### src/rtl/tennis_pkg.sv
// Shared types for the tennis rally engine.
// Holds the FSM state encoding, the ball direction encoding, the player indices,
// and a helper that gives the serve direction for a given server.
package tennis_pkg;

  typedef enum logic [1:0] {S_READY, S_FLIGHT, S_POINT, S_OVER} tennis_state_t;
  typedef enum logic {DIR_LEFT, DIR_RIGHT} ball_dir_t;

  localparam logic P_LEFT  = 1'b0;
  localparam logic P_RIGHT = 1'b1;

  // The ball always leaves the server's end heading toward the opponent
  function automatic ball_dir_t serveDir(input logic srv);
    return (srv == P_LEFT) ? DIR_RIGHT : DIR_LEFT;
  endfunction

endpackage

### src/rtl/tennis_rally_engine_if.sv
// Player-input / display-output bundle of the tennis rally engine.
// master: button side + display side (drives swings/toss, reads display data)
// slave : the engine (reads swings/toss, drives display data)
//   swing_l, swing_r, toss : synchronised button levels, 1 = pressed
//   ball_pos               : one-hot ball location, all-0 = blank
//   server                 : 0 = left serves next, 1 = right
//   score_l, score_r       : player scores
//   speed_lvl              : current speed level
//   point_won              : 1-cycle pulse, [1] left scored, [0] right scored
//   game_over              : high while the game is over
interface tennis_rally_engine_if #(
  parameter int unsigned COURT_LEN = 8,
  parameter int unsigned SCORE_W   = 3
);

  logic                 swing_l;
  logic                 swing_r;
  logic                 toss;
  logic [COURT_LEN-1:0] ball_pos;
  logic                 server;
  logic [SCORE_W-1:0]   score_l;
  logic [SCORE_W-1:0]   score_r;
  logic [1:0]           speed_lvl;
  logic [1:0]           point_won;
  logic                 game_over;

  modport master (
    output swing_l, swing_r, toss,
    input  ball_pos, server, score_l, score_r, speed_lvl, point_won, game_over
  );

  modport slave (
    input  swing_l, swing_r, toss,
    output ball_pos, server, score_l, score_r, speed_lvl, point_won, game_over
  );

endinterface

### src/rtl/risingEdgeDetector.sv
// One-cycle pulse on a rising edge of a synchronised level.
//   CLK100MHZ  : clock
//   reset      : synchronous, active-high
//   sigIn      : synchronised input level
//   risingEdge : registered pulse, one cycle after sigIn rises
module risingEdgeDetector (
  input  logic CLK100MHZ,
  input  logic reset,
  input  logic sigIn,
  output logic risingEdge
);

  logic sigPrev;

  // During reset the history tracks the live input, so a button held through
  // reset does not fire once reset is released.
  always_ff @(posedge CLK100MHZ) begin
    sigPrev <= sigIn;
    if (reset) begin
      risingEdge <= 1'b0;
    end else begin
      risingEdge <= sigIn & ~sigPrev;
    end
  end

endmodule

### src/rtl/tennis_step_timer.sv
// Ball-step timer: ticks once every (BASE_PERIOD >> level) cycles.
//   CLK100MHZ : clock
//   reset     : synchronous, active-high
//   level     : speed level selecting the period
//   restart   : clear the count; the next tick is one full period later
//   tick_c    : combinational tick, high in the last cycle of each period
module tennis_step_timer #(
  parameter int unsigned BASE_PERIOD = 33_554_432
) (
  input  logic       CLK100MHZ,
  input  logic       reset,
  input  logic [1:0] level,
  input  logic       restart,
  output logic       tick_c
);

  localparam int unsigned CNT_W = (BASE_PERIOD > 2) ? $clog2(BASE_PERIOD) : 1;

  logic [CNT_W-1:0] count;
  logic [CNT_W-1:0] lastCount;

  always_comb lastCount = CNT_W'((BASE_PERIOD >> level) - 32'd1);

  // >= so a count left above a freshly shortened period wraps at once
  assign tick_c = (count >= lastCount);

  always_ff @(posedge CLK100MHZ) begin
    if (reset) begin
      count <= '0;
    end else if (restart || tick_c) begin
      count <= '0;
    end else begin
      count <= count + CNT_W'(1);
    end
  end

endmodule

### src/rtl/tennis_rally_engine.sv
// Tennis game core: serve, rally, speed-up, scoring to a win.
//   CLK100MHZ : clock
//   reset     : synchronous, active-high, overrides everything
//   io        : slave side of tennis_rally_engine_if (buttons in, display data out)
module tennis_rally_engine
  import tennis_pkg::*;
#(
  parameter int unsigned COURT_LEN   = 8,
  parameter int unsigned BASE_PERIOD = 33_554_432,
  parameter int unsigned MAX_LEVEL   = 3,
  parameter int unsigned RALLY_STEP  = 2,
  parameter int unsigned POINT_HOLD  = 3,
  parameter int unsigned WIN_SCORE   = 7
) (
  input logic                  CLK100MHZ,
  input logic                  reset,
  tennis_rally_engine_if.slave io
);

  localparam int unsigned SCORE_W = $clog2(WIN_SCORE + 1);
  localparam int unsigned RALLY_W = (RALLY_STEP > 1) ? $clog2(RALLY_STEP) : 1;
  localparam int unsigned HOLD_W  = $clog2(POINT_HOLD + 1);
  localparam logic [COURT_LEN-1:0] LEFT_END  = {1'b1, {(COURT_LEN-1){1'b0}}};
  localparam logic [COURT_LEN-1:0] RIGHT_END = COURT_LEN'(1);

  tennis_state_t        state, stateNext;
  ball_dir_t            dir, dirNext;
  logic [COURT_LEN-1:0] ballPos, ballNext;
  logic                 server, serverNext;
  logic [SCORE_W-1:0]   scoreL, scoreLNext;
  logic [SCORE_W-1:0]   scoreR, scoreRNext;
  logic [1:0]           speedLvl, speedNext;
  logic [RALLY_W-1:0]   rallyCnt, rallyNext;
  logic [HOLD_W-1:0]    holdCnt, holdNext;
  logic [1:0]           pointWon, pointWonNext;
  logic                 gameOver;

  logic swingLEdge, swingREdge, tossEdge;
  logic stepTick_c, restart_c;
  logic recvSwing, atRecvEnd, hit, lose, advance, holdDone, winReached;

  risingEdgeDetector uEdgeL (.CLK100MHZ(CLK100MHZ), .reset(reset), .sigIn(io.swing_l), .risingEdge(swingLEdge));
  risingEdgeDetector uEdgeR (.CLK100MHZ(CLK100MHZ), .reset(reset), .sigIn(io.swing_r), .risingEdge(swingREdge));
  risingEdgeDetector uEdgeT (.CLK100MHZ(CLK100MHZ), .reset(reset), .sigIn(io.toss),    .risingEdge(tossEdge));

  tennis_step_timer #(.BASE_PERIOD(BASE_PERIOD)) uTimer (
    .CLK100MHZ (CLK100MHZ),
    .reset     (reset),
    .level     (speedLvl),
    .restart   (restart_c),
    .tick_c    (stepTick_c)
  );

  // Only the receiver (the player the ball is heading toward) can hit or fault;
  // a swing from the other player never matters.
  assign recvSwing  = (dir == DIR_RIGHT) ? swingREdge : swingLEdge;
  assign atRecvEnd  = (dir == DIR_RIGHT) ? ballPos[0] : ballPos[COURT_LEN-1];
  assign hit        = (state == S_FLIGHT) && recvSwing && atRecvEnd;
  assign lose       = (state == S_FLIGHT) && (recvSwing ? !atRecvEnd : (stepTick_c && atRecvEnd));
  assign advance    = (state == S_FLIGHT) && !recvSwing && stepTick_c && !atRecvEnd;
  assign holdDone   = (state == S_POINT) && stepTick_c && (holdCnt == HOLD_W'(POINT_HOLD - 1));
  assign winReached = (scoreL == SCORE_W'(WIN_SCORE)) || (scoreR == SCORE_W'(WIN_SCORE));

  // State and datapath registers
  always_ff @(posedge CLK100MHZ) begin
    if (reset) begin
      state    <= S_READY;
      dir      <= DIR_RIGHT;
      ballPos  <= LEFT_END;
      server   <= P_LEFT;
      scoreL   <= '0;
      scoreR   <= '0;
      speedLvl <= '0;
      rallyCnt <= '0;
      holdCnt  <= '0;
      pointWon <= '0;
      gameOver <= 1'b0;
    end else begin
      state    <= stateNext;
      dir      <= dirNext;
      ballPos  <= ballNext;
      server   <= serverNext;
      scoreL   <= scoreLNext;
      scoreR   <= scoreRNext;
      speedLvl <= speedNext;
      rallyCnt <= rallyNext;
      holdCnt  <= holdNext;
      pointWon <= pointWonNext;
      gameOver <= (stateNext == S_OVER);
    end
  end

  // Next-state logic
  always_comb begin
    stateNext = state;
    case (state)
      S_READY:  if (tossEdge) stateNext = S_FLIGHT;
      S_FLIGHT: if (lose)     stateNext = S_POINT;
      S_POINT:  if (holdDone) stateNext = winReached ? S_OVER : S_READY;
      S_OVER:   if (tossEdge) stateNext = S_READY;
      default:                stateNext = S_READY;
    endcase
  end

  // Datapath next values and timer restart
  always_comb begin
    dirNext      = dir;
    ballNext     = ballPos;
    serverNext   = server;
    scoreLNext   = scoreL;
    scoreRNext   = scoreR;
    speedNext    = speedLvl;
    rallyNext    = rallyCnt;
    holdNext     = holdCnt;
    pointWonNext = 2'b00;
    restart_c    = 1'b0;
    case (state)
      S_READY: begin
        if (tossEdge) begin
          dirNext   = serveDir(server);
          restart_c = 1'b1;
        end
      end
      S_FLIGHT: begin
        if (hit) begin
          // Restart wins over a same-cycle tick, so the ball rests one full period
          dirNext   = (dir == DIR_RIGHT) ? DIR_LEFT : DIR_RIGHT;
          restart_c = 1'b1;
          if (rallyCnt == RALLY_W'(RALLY_STEP - 1)) begin
            rallyNext = '0;
            if (speedLvl < 2'(MAX_LEVEL)) speedNext = speedLvl + 2'd1;
          end else begin
            rallyNext = rallyCnt + RALLY_W'(1);
          end
        end else if (lose) begin
          // The receiver lost the point, so the other side scores
          if (dir == DIR_RIGHT) begin
            pointWonNext = 2'b10;
            scoreLNext   = scoreL + SCORE_W'(1);
          end else begin
            pointWonNext = 2'b01;
            scoreRNext   = scoreR + SCORE_W'(1);
          end
          rallyNext  = '0;
          speedNext  = '0;
          serverNext = ~server;
          ballNext   = '0;
          holdNext   = '0;
          restart_c  = 1'b1;
        end else if (advance) begin
          ballNext = (dir == DIR_RIGHT) ? (ballPos >> 1) : (ballPos << 1);
        end
      end
      S_POINT: begin
        if (holdDone) begin
          if (!winReached) ballNext = (server == P_RIGHT) ? RIGHT_END : LEFT_END;
        end else if (stepTick_c) begin
          holdNext = holdCnt + HOLD_W'(1);
        end
      end
      S_OVER: begin
        if (tossEdge) begin
          scoreLNext = '0;
          scoreRNext = '0;
          serverNext = P_LEFT;
          ballNext   = LEFT_END;
        end
      end
      default: ;
    endcase
  end

  assign io.ball_pos  = ballPos;
  assign io.server    = server;
  assign io.score_l   = scoreL;
  assign io.score_r   = scoreR;
  assign io.speed_lvl = speedLvl;
  assign io.point_won = pointWon;
  assign io.game_over = gameOver;

endmodule
### src/flat_wrapper.sv
// flat-port wrapper written by rule: the top's interface ports become plain ports
module tennis_rally_engine_flat import tennis_pkg::*;
#(
  parameter int unsigned COURT_LEN   = 8,
  parameter int unsigned BASE_PERIOD = 33_554_432,
  parameter int unsigned MAX_LEVEL   = 3,
  parameter int unsigned RALLY_STEP  = 2,
  parameter int unsigned POINT_HOLD  = 3,
  parameter int unsigned WIN_SCORE   = 7
)
  (CLK100MHZ, reset, io_swing_l, io_swing_r, io_toss, io_ball_pos, io_server, io_score_l, io_score_r, io_speed_lvl, io_point_won, io_game_over);
  tennis_rally_engine_if #(.COURT_LEN(COURT_LEN)) io_i ();
  input logic CLK100MHZ;
  input logic reset;
  input wire logic [$bits(io_i.swing_l)-1:0] io_swing_l;
  input wire logic [$bits(io_i.swing_r)-1:0] io_swing_r;
  input wire logic [$bits(io_i.toss)-1:0] io_toss;
  output wire logic [$bits(io_i.ball_pos)-1:0] io_ball_pos;
  output wire logic [$bits(io_i.server)-1:0] io_server;
  output wire logic [$bits(io_i.score_l)-1:0] io_score_l;
  output wire logic [$bits(io_i.score_r)-1:0] io_score_r;
  output wire logic [$bits(io_i.speed_lvl)-1:0] io_speed_lvl;
  output wire logic [$bits(io_i.point_won)-1:0] io_point_won;
  output wire logic [$bits(io_i.game_over)-1:0] io_game_over;
  assign io_i.swing_l = io_swing_l;
  assign io_i.swing_r = io_swing_r;
  assign io_i.toss = io_toss;
  assign io_ball_pos = io_i.ball_pos;
  assign io_server = io_i.server;
  assign io_score_l = io_i.score_l;
  assign io_score_r = io_i.score_r;
  assign io_speed_lvl = io_i.speed_lvl;
  assign io_point_won = io_i.point_won;
  assign io_game_over = io_i.game_over;
  tennis_rally_engine #(.COURT_LEN(COURT_LEN), .BASE_PERIOD(BASE_PERIOD), .MAX_LEVEL(MAX_LEVEL), .RALLY_STEP(RALLY_STEP), .POINT_HOLD(POINT_HOLD), .WIN_SCORE(WIN_SCORE)) u_core (.CLK100MHZ(CLK100MHZ), .reset(reset), .io(io_i));
endmodule
### config.mk
export PLATFORM = sky130hd
export DESIGN_NAME = tennis_rally_engine_flat
export DESIGN_NICKNAME = d
export VERILOG_FILES = /design/src/rtl/tennis_pkg.sv /design/src/rtl/tennis_rally_engine_if.sv /design/src/rtl/risingEdgeDetector.sv /design/src/rtl/tennis_step_timer.sv /design/src/rtl/tennis_rally_engine.sv /design/src/flat_wrapper.sv
export SDC_FILE = /design/constraint.sdc
export NUM_CORES = 1
export LEC_CHECK = 0
export ABC_AREA = 1
export CAP_MARGIN = 10
export CORE_MARGIN = 3
export CORE_UTILIZATION = 50
export CTS_BUF_LIST = sky130_fd_sc_hd__clkbuf_8 sky130_fd_sc_hd__clkbuf_16
export CTS_CLUSTER_DIAMETER = 60
export DETAILED_ROUTE_END_ITERATION = 12
export PLACE_DENSITY = 0.68
export SLEW_MARGIN = 10
export SYNTH_ARGS = -nofsm -noshare
export SYNTH_HDL_FRONTEND = slang
export SYNTH_HIERARCHICAL = 1
export SYNTH_SLANG_ARGS = --single-unit
### constraint.sdc
create_clock -name CLK100MHZ -period 4.54 [get_ports CLK100MHZ]
set_clock_uncertainty 0.2 [all_clocks]
set_input_delay 0.681 -clock CLK100MHZ [delete_from_list [all_inputs] [get_ports CLK100MHZ]]
set_output_delay 0.681 -clock CLK100MHZ [all_outputs]
set_load 0.05 [all_outputs]
# --- Yosys cells after proc, flatten, opt, wreduce, memory -nomap -nowiden ---
# Cells that the tools add are included.
totals:
  regBits: 57
  latchBits: 0
  ramBits: 0
  mem_bits_ro: 0
  input_bits: 5
  mem_count: 0
op_classes:
  add_sub_neg: 7
  n_mul: 0
  n_div: 0
  n_lt_le_gt_ge: 2
  n_eq_ne: 21
  n_shift: 1
  mux: 52
  n_bitwise: 9
  reduce_logical: 29
ops:
  columns: ["op", "n"]
  rows:
  - ["8-bit 2-to-1 mux", 8]
  - ["2-bit 2-to-1 mux", 13]
  - ["26-bit by 2-bit >> shifter with 25-bit output, first input constant", 1]
  - ["25-bit by 1-bit adder with 25-bit output, second input constant", 1]
  - ["25-bit greater-or-equal comparator", 1]
  - ["25-bit by 1-bit subtractor with 25-bit output, second input constant", 1]
  - ["8-bit one-hot mux with 3 select lines", 1]
  - ["3-bit 2-to-1 mux", 7]
  - ["1-bit 2-to-1 mux", 16]
  - ["5-bit AND reduction", 3]
  - ["2-bit inequality test, second input constant", 7]
  - ["2-bit by 1-bit inequality test with 1-bit output, second input constant", 6]
  - ["3-bit one-hot mux with 2 select lines", 2]
  - ["1-bit logical AND", 9]
  - ["2-bit == test, second input constant", 4]
  - ["2-bit one-hot mux with 4 select lines", 1]
  - ["4-bit AND reduction", 2]
  - ["2-bit nonzero test", 4]
  - ["3-bit by 1-bit adder with 3-bit output, second input constant", 2]
  - ["3-bit == test, second input constant", 2]
  - ["1-bit inverter", 6]
  - ["1-bit one-hot mux with 2 select lines", 3]
  - ["6-bit AND reduction", 1]
  - ["2-bit by 1-bit adder with 2-bit output, second input constant", 2]
  - ["14 further kinds", 18]

# --- Logic depth before layout (Yosys ltp) ---
logic_depth:
  ltp_word: 11
  ltp_mapped: 19
  mapped_depth_nobuf: 18

# --- Hierarchy ---
# Netlist, hierarchy kept.
by_module_without_submodules:
  columns: ["mod", "instances", "cells_each", "area_each_um2", "seq_area_each_um2"]
  rows:
  - ["tennis_rally_engine", 1, 221, 1519.0, 520.5]
  - ["tennis_step_timer", 1, 198, 1488.9, 500.5]
  - ["risingEdgeDetector", 3, 5, 53.8, 40.0]

# --- Worst setup path after synthesis ---
# OpenSTA, ideal clock, no wires.
synth_timing:
  kind: "flip-flop to flip-flop"
  startpoint: "register u_core.speedLvl[1], in the netlist u_core/io.speed_lvl[1]"
  endpoint: "register u_core.uTimer.count[3]"
  arrival_ps: 2788
  setup_slack_ps: 1490
  path_stages_with_launch: 15
  cell_sequence: "dfxtp_1 -> or2_2 -> ha_1 -> a21oi_1 -> a21boi_1 -> nand3_1 -> buf_2 -> nand3_1 -> nand2_1 -> nand3_2 -> nand3_1 -> nor2_1 -> nand4_4 -> buf_12 -> nor2_2"
synth_via:
  elab_chain_len: 11
synth_rtl:
  columns: ["item", "line_no", "source"]
  rows:
  - ["start, declared", "tennis_rally_engine.sv:32", "logic [1:0] speedLvl, speedNext;"]
  - ["start signal, assigned", "tennis_rally_engine.sv:85", "speedLvl <= speedNext;"]
  - ["26-bit by 2-bit >> shifter with 25-bit output", "tennis_step_timer.sv:22", "always_comb lastCount = CNT_W'((BASE_PERIOD >> level) - 32'd1);"]
  - ["25-bit by 1-bit subtractor with 25-bit output", "tennis_step_timer.sv:22", null]
  - ["25-bit greater-or-equal comparator", "tennis_step_timer.sv:25", "assign tick_c = (count >= lastCount);"]
  - ["named net u_core.stepTick_c", "tennis_rally_engine.sv:39", "logic stepTick_c, restart_c;"]
  - ["1-bit logical AND", "tennis_rally_engine.sv:59", "assign lose = (state == S_FLIGHT) && (recvSwing ? !atRecvEnd : (stepTick_c && atRecvEnd));"]
  - ["1-bit 2-to-1 mux", "tennis_rally_engine.sv:59", null]
  - ["1-bit logical AND", "tennis_rally_engine.sv:59", null]
  - ["1-bit 2-to-1 mux", "tennis_rally_engine.sv:135", "end else if (lose) begin"]
  - ["1-bit 2-to-1 mux", "tennis_rally_engine.sv:125", "if (hit) begin"]
  - ["1-bit one-hot mux with 2 select lines", "tennis_rally_engine.sv:117", "case (state)"]
  - ["named net u_core.restart_c", "tennis_rally_engine.sv:39", null]
  - ["1-bit logical OR", "tennis_step_timer.sv:30", "end else if (restart || tick_c) begin"]
  - ["2-bit OR reduction (no source line)", null, null]
  - ["end signal, assigned", "tennis_step_timer.sv:33", "count <= count + CNT_W'(1);"]
  - ["end, declared", "tennis_step_timer.sv:19", "logic [CNT_W-1:0] count;"]
# The timed path passes the listed nets, and every way through them passes these cells.
# A chain may end at the register's enable or synchronous reset.

# --- Worst setup path after layout ---
layout_timing:
  startpoint: "register u_core.speedLvl[1], in the netlist u_core/io.speed_lvl[1]"
  endpoint: "register u_core.uTimer.count[19]"
# Same word-level chain as after synthesis.

==> reports/qor.csv <==
metric,value,unit
synthXorXnorAreaFrac,4.15,%
synth_area_per_cell,7.30,um2
ys_warn_count,6,
synth_mux_area_share,0,%
ctsResizeCount,0,
overflow,0,
synth_cells,434,
viasPerCell,5.01,
final.min_clock_period,3580,ps
critical_path.most_common_cell,nand3_1,
synth_top_family_by_area,simple AND/OR/NAND/NOR gates,
critPathKind,register to register,
nFillCells,597,
hold_viol_final,0,
syn_area,0.00317,mm2
worstPathMaxFanout,25,
dp.cells,523,
dpl.hpwl,4540,um
drive_gt1_share,17.7,%
switchingPower,0.265,mW
synth_fp_nets,449,
wl,6410,um
drc,0,
cts_sinks,57,
synthToLayoutAreaGrowth,15.5,%
clock-root-buffer,clkbuf_8,
grt_pass1_wl,11100,um
wire_per_inst,11.9,um
cts_tree,yes,
fin_cells,539,
grt_max_degree,26,
grt_use_met3,3.84,%
worstMarginPinSlew,526,ps
insertion_delay,330,ps
ios,25,
power_frac_clock,49.3,%
final_nets,474,
portBuffers,24,
postCtsHoldBufs,0,
dieWidth,85.6,um
grtUsageMet1,26.3,%
max_freq,279,MHz
final.setup.tns,0,ps
crit_path_start_kind,register,
swShare,22.5,%
clkTransAtPathRegs,60,ps
core_area,0.00603,mm2
synth_compound_area_share,6.47,%
status,"complete, no violations",
setup_viol,0,
dr.pass1.iters,4,
grt_antenna_before_repair,0,
min_period_over_period,78.9,%
reg2reg_slack,960,ps
final_area,0.00366,mm2
seqPwrFrac,44.0,%
cap_violations,0,
ctsHtreeMaxLevel,3,
relSlewSlack,64.9,%
num_rows,28,
post_cts_buffers,0,
antennaDiodeCount,0,
synth-simple-area-share,40.2,%
clk_path_buf_depth,2,
first_iter_violations,144,
grt_pass1_vias,2510,
p_comb_share,6.7,%
critical_path.cell_chain,"or2_2, ha_1, a21oi_1, a21boi_1, nand3_1, nand3_1, nand2_1, nand3_2, nand3_1, nor2_1, nand4_4, nor2_1",
fp.dieH,85.6,um
synth_fa_ha_area_share,3.95,%
max_stage_delay,460,ps
rsz0062_at_grt,false,
seq_area_frac_synth,36.0,%
vias,2698,
ir_drop,0.210,mV
cp.arrival,3630,ps
die-area,0.00733,mm2
p_leak,1.39,nW
top_usage_layer,met2,
start_util,52.6,%
hold_class,register to register,
slowest_stage,nand4_4,
gp_congestion,0.811,
pwr_density_cell,321,mW/mm2
final-max-slew-violation-count,0,
cp-end-kind,register,
numCtsBuffers,9,
p_int,0.910,mW
placed_cell_area,0.00342,mm2
required,4590,ps
ant_nets,0,
grt_use_total,18.7,%
synth-seq-cells,57,
grtUsageMet2,27.8,%
synth.distinct_cells,34,
-- cell families (layout without fill, tap and decap cells) --
kind of cell / count (synthesis) / after routing
flip-flops: 57 / 57
adder cells (fa/ha/maj): 10 / 10
buffers and inverters: 64 / 94
AO/OA/AOI/OAI: 38 / 38
AND/OR/NAND/NOR: 250 / 250
XOR/XNOR: 15 / 15
-- cells in the final DEF, fill, tap and decap left out, types with 2 or more instances in the layout --
master	instances
o21bai_1	2
nand3_2	3
nor2_4	6
nor3_1	4
dfxtp_1	57
nand2_1	99
nand3b_1	2
nand4_1	17
xor2_1	6
a21oi_1	21
clkdlybuf4s50_1	24
or2_2	2
o21ai_0	11
xnor2_1	9
nor2_1	43
clkbuf_8	10
nand2_2	13
ha_1	10
inv_2	6
nand3_1	25
bufinv_16	3
nor2_2	30
nand3_4	2
inv_1	48
-- worst paths after layout --
path                                              from                  endpoint  depth (start not counted)
worst max-delay path            u_core/io.speed_lvl[1]   u_core/uTimer/count[19]                         12
worst min register to register   u_core/uEdgeR/sigPrev  u_core/uEdgeR/risingEdge                          3
worst max register to register  u_core/io.speed_lvl[1]   u_core/uTimer/count[19]                         12
worst min-delay path             u_core/uEdgeR/sigPrev  u_core/uEdgeR/risingEdge                          3
-- power groups by stage --
stage	clock, mW	sequential [mW]	combinational, mW
global placement	0	0.528	0.0764
global route	0.618	0.518	0.0869
finish	0.579	0.517	0.0783
detailed placement	0	0.528	0.0779
floorplan	0	0.534	0.0583
CTS	0.594	0.517	0.0782
-- through the flow --
step | hold WS [ps] | setup slack, ps | utilization [%] | power, mW
finish | 266 | 957 | 60.7 | 1.17
global route | 295 | 670 | 60.7 | 1.22
CTS | 265 | 964 | 60.7 | 1.19
detailed placement | 256 | 992 | 56.7 | 0.606
global placement | 238 | 1150 | 56.7 | 0.604
floorplan | 227 | 1490 | - | 0.592
-- final cells by class --
type                            instances  area, um2  area share, %
Multi-Input combinational cell        313       1730           47.4
Sequential cell                        57       1140           31.2
Timing Repair Buffer                   25        248           6.77
Inverter                               53        199           5.44
Clock buffer                           10        138           3.76
Clock inverter                          6        106           2.91
Tap cell                               75       93.8           2.56
-- sequential cells by signal, summed over array words and instances, names as in the netlist --
name and flops:
u_core/uTimer/count 25, u_core/io.ball_pos 8, u_core/io.score_l 3, u_core/io.score_r 3
u_core/holdCnt 2, u_core/io.point_won 2, u_core/io.speed_lvl 2, u_core/state 2
u_core/dir 1, u_core/io.game_over 1, u_core/io.server 1, u_core/rallyCnt 1
u_core/uEdgeL/risingEdge 1, u_core/uEdgeL/sigPrev 1, u_core/uEdgeR/risingEdge 1, u_core/uEdgeR/sigPrev 1
u_core/uEdgeT/risingEdge 1, u_core/uEdgeT/sigPrev 1
-- worst max-delay path: cells and delay by family, from the launching register on --
family	cells	cell delay, ps
compound gates	2	420
fa+ha+maj	1	290
flops	1	360
simple gates	9	2220
-- routing by layer --
| metal | wire [um] | up-vias |
|---|---|---|
| met3 | 206 | 6 |
| li1 | - | 1434 |
| met1 | 3420 | 1219 |
| met2 | 2710 | 39 |
| met5 | 0 | - |
| met4 | 75 | 0 |
-- synth_stat cells --
library cell / number / area [um2]
nand3_2: 3 / 30.0
o21ai_2: 1 / 8.76
buf_4: 1 / 7.51
buf_6: 2 / 22.5
a21boi_1: 1 / 7.51
ha_1: 10 / 125
a31oi_1: 1 / 6.26
nand4_1: 17 / 106
nor2_4: 6 / 67.6
xor2_1: 6 / 52.6
nor3_1: 4 / 20.0
nand4_4: 1 / 21.3
nand3_4: 2 / 35.0
nor2_1: 43 / 161
inv_2: 6 / 22.5
nand3b_1: 2 / 15.0
xnor2_1: 9 / 78.8
nand3_1: 25 / 125
buf_2: 2 / 10.0
inv_1: 47 / 176
clkbuf_1: 4 / 15.0
nor2_2: 30 / 188
a21boi_0: 1 / 7.51
o21bai_1: 2 / 15.0
nand2_1: 99 / 372
and2_1: 1 / 6.26
nand2_2: 13 / 81.3
or2_2: 2 / 12.5
a21oi_1: 21 / 105
buf_12: 2 / 40.0
nand2_4: 1 / 11.3
nor2_8: 1 / 20.0
o21ai_0: 11 / 55.1
dfxtp_1: 57 / 1140
(Power assumes the default switching activity.)
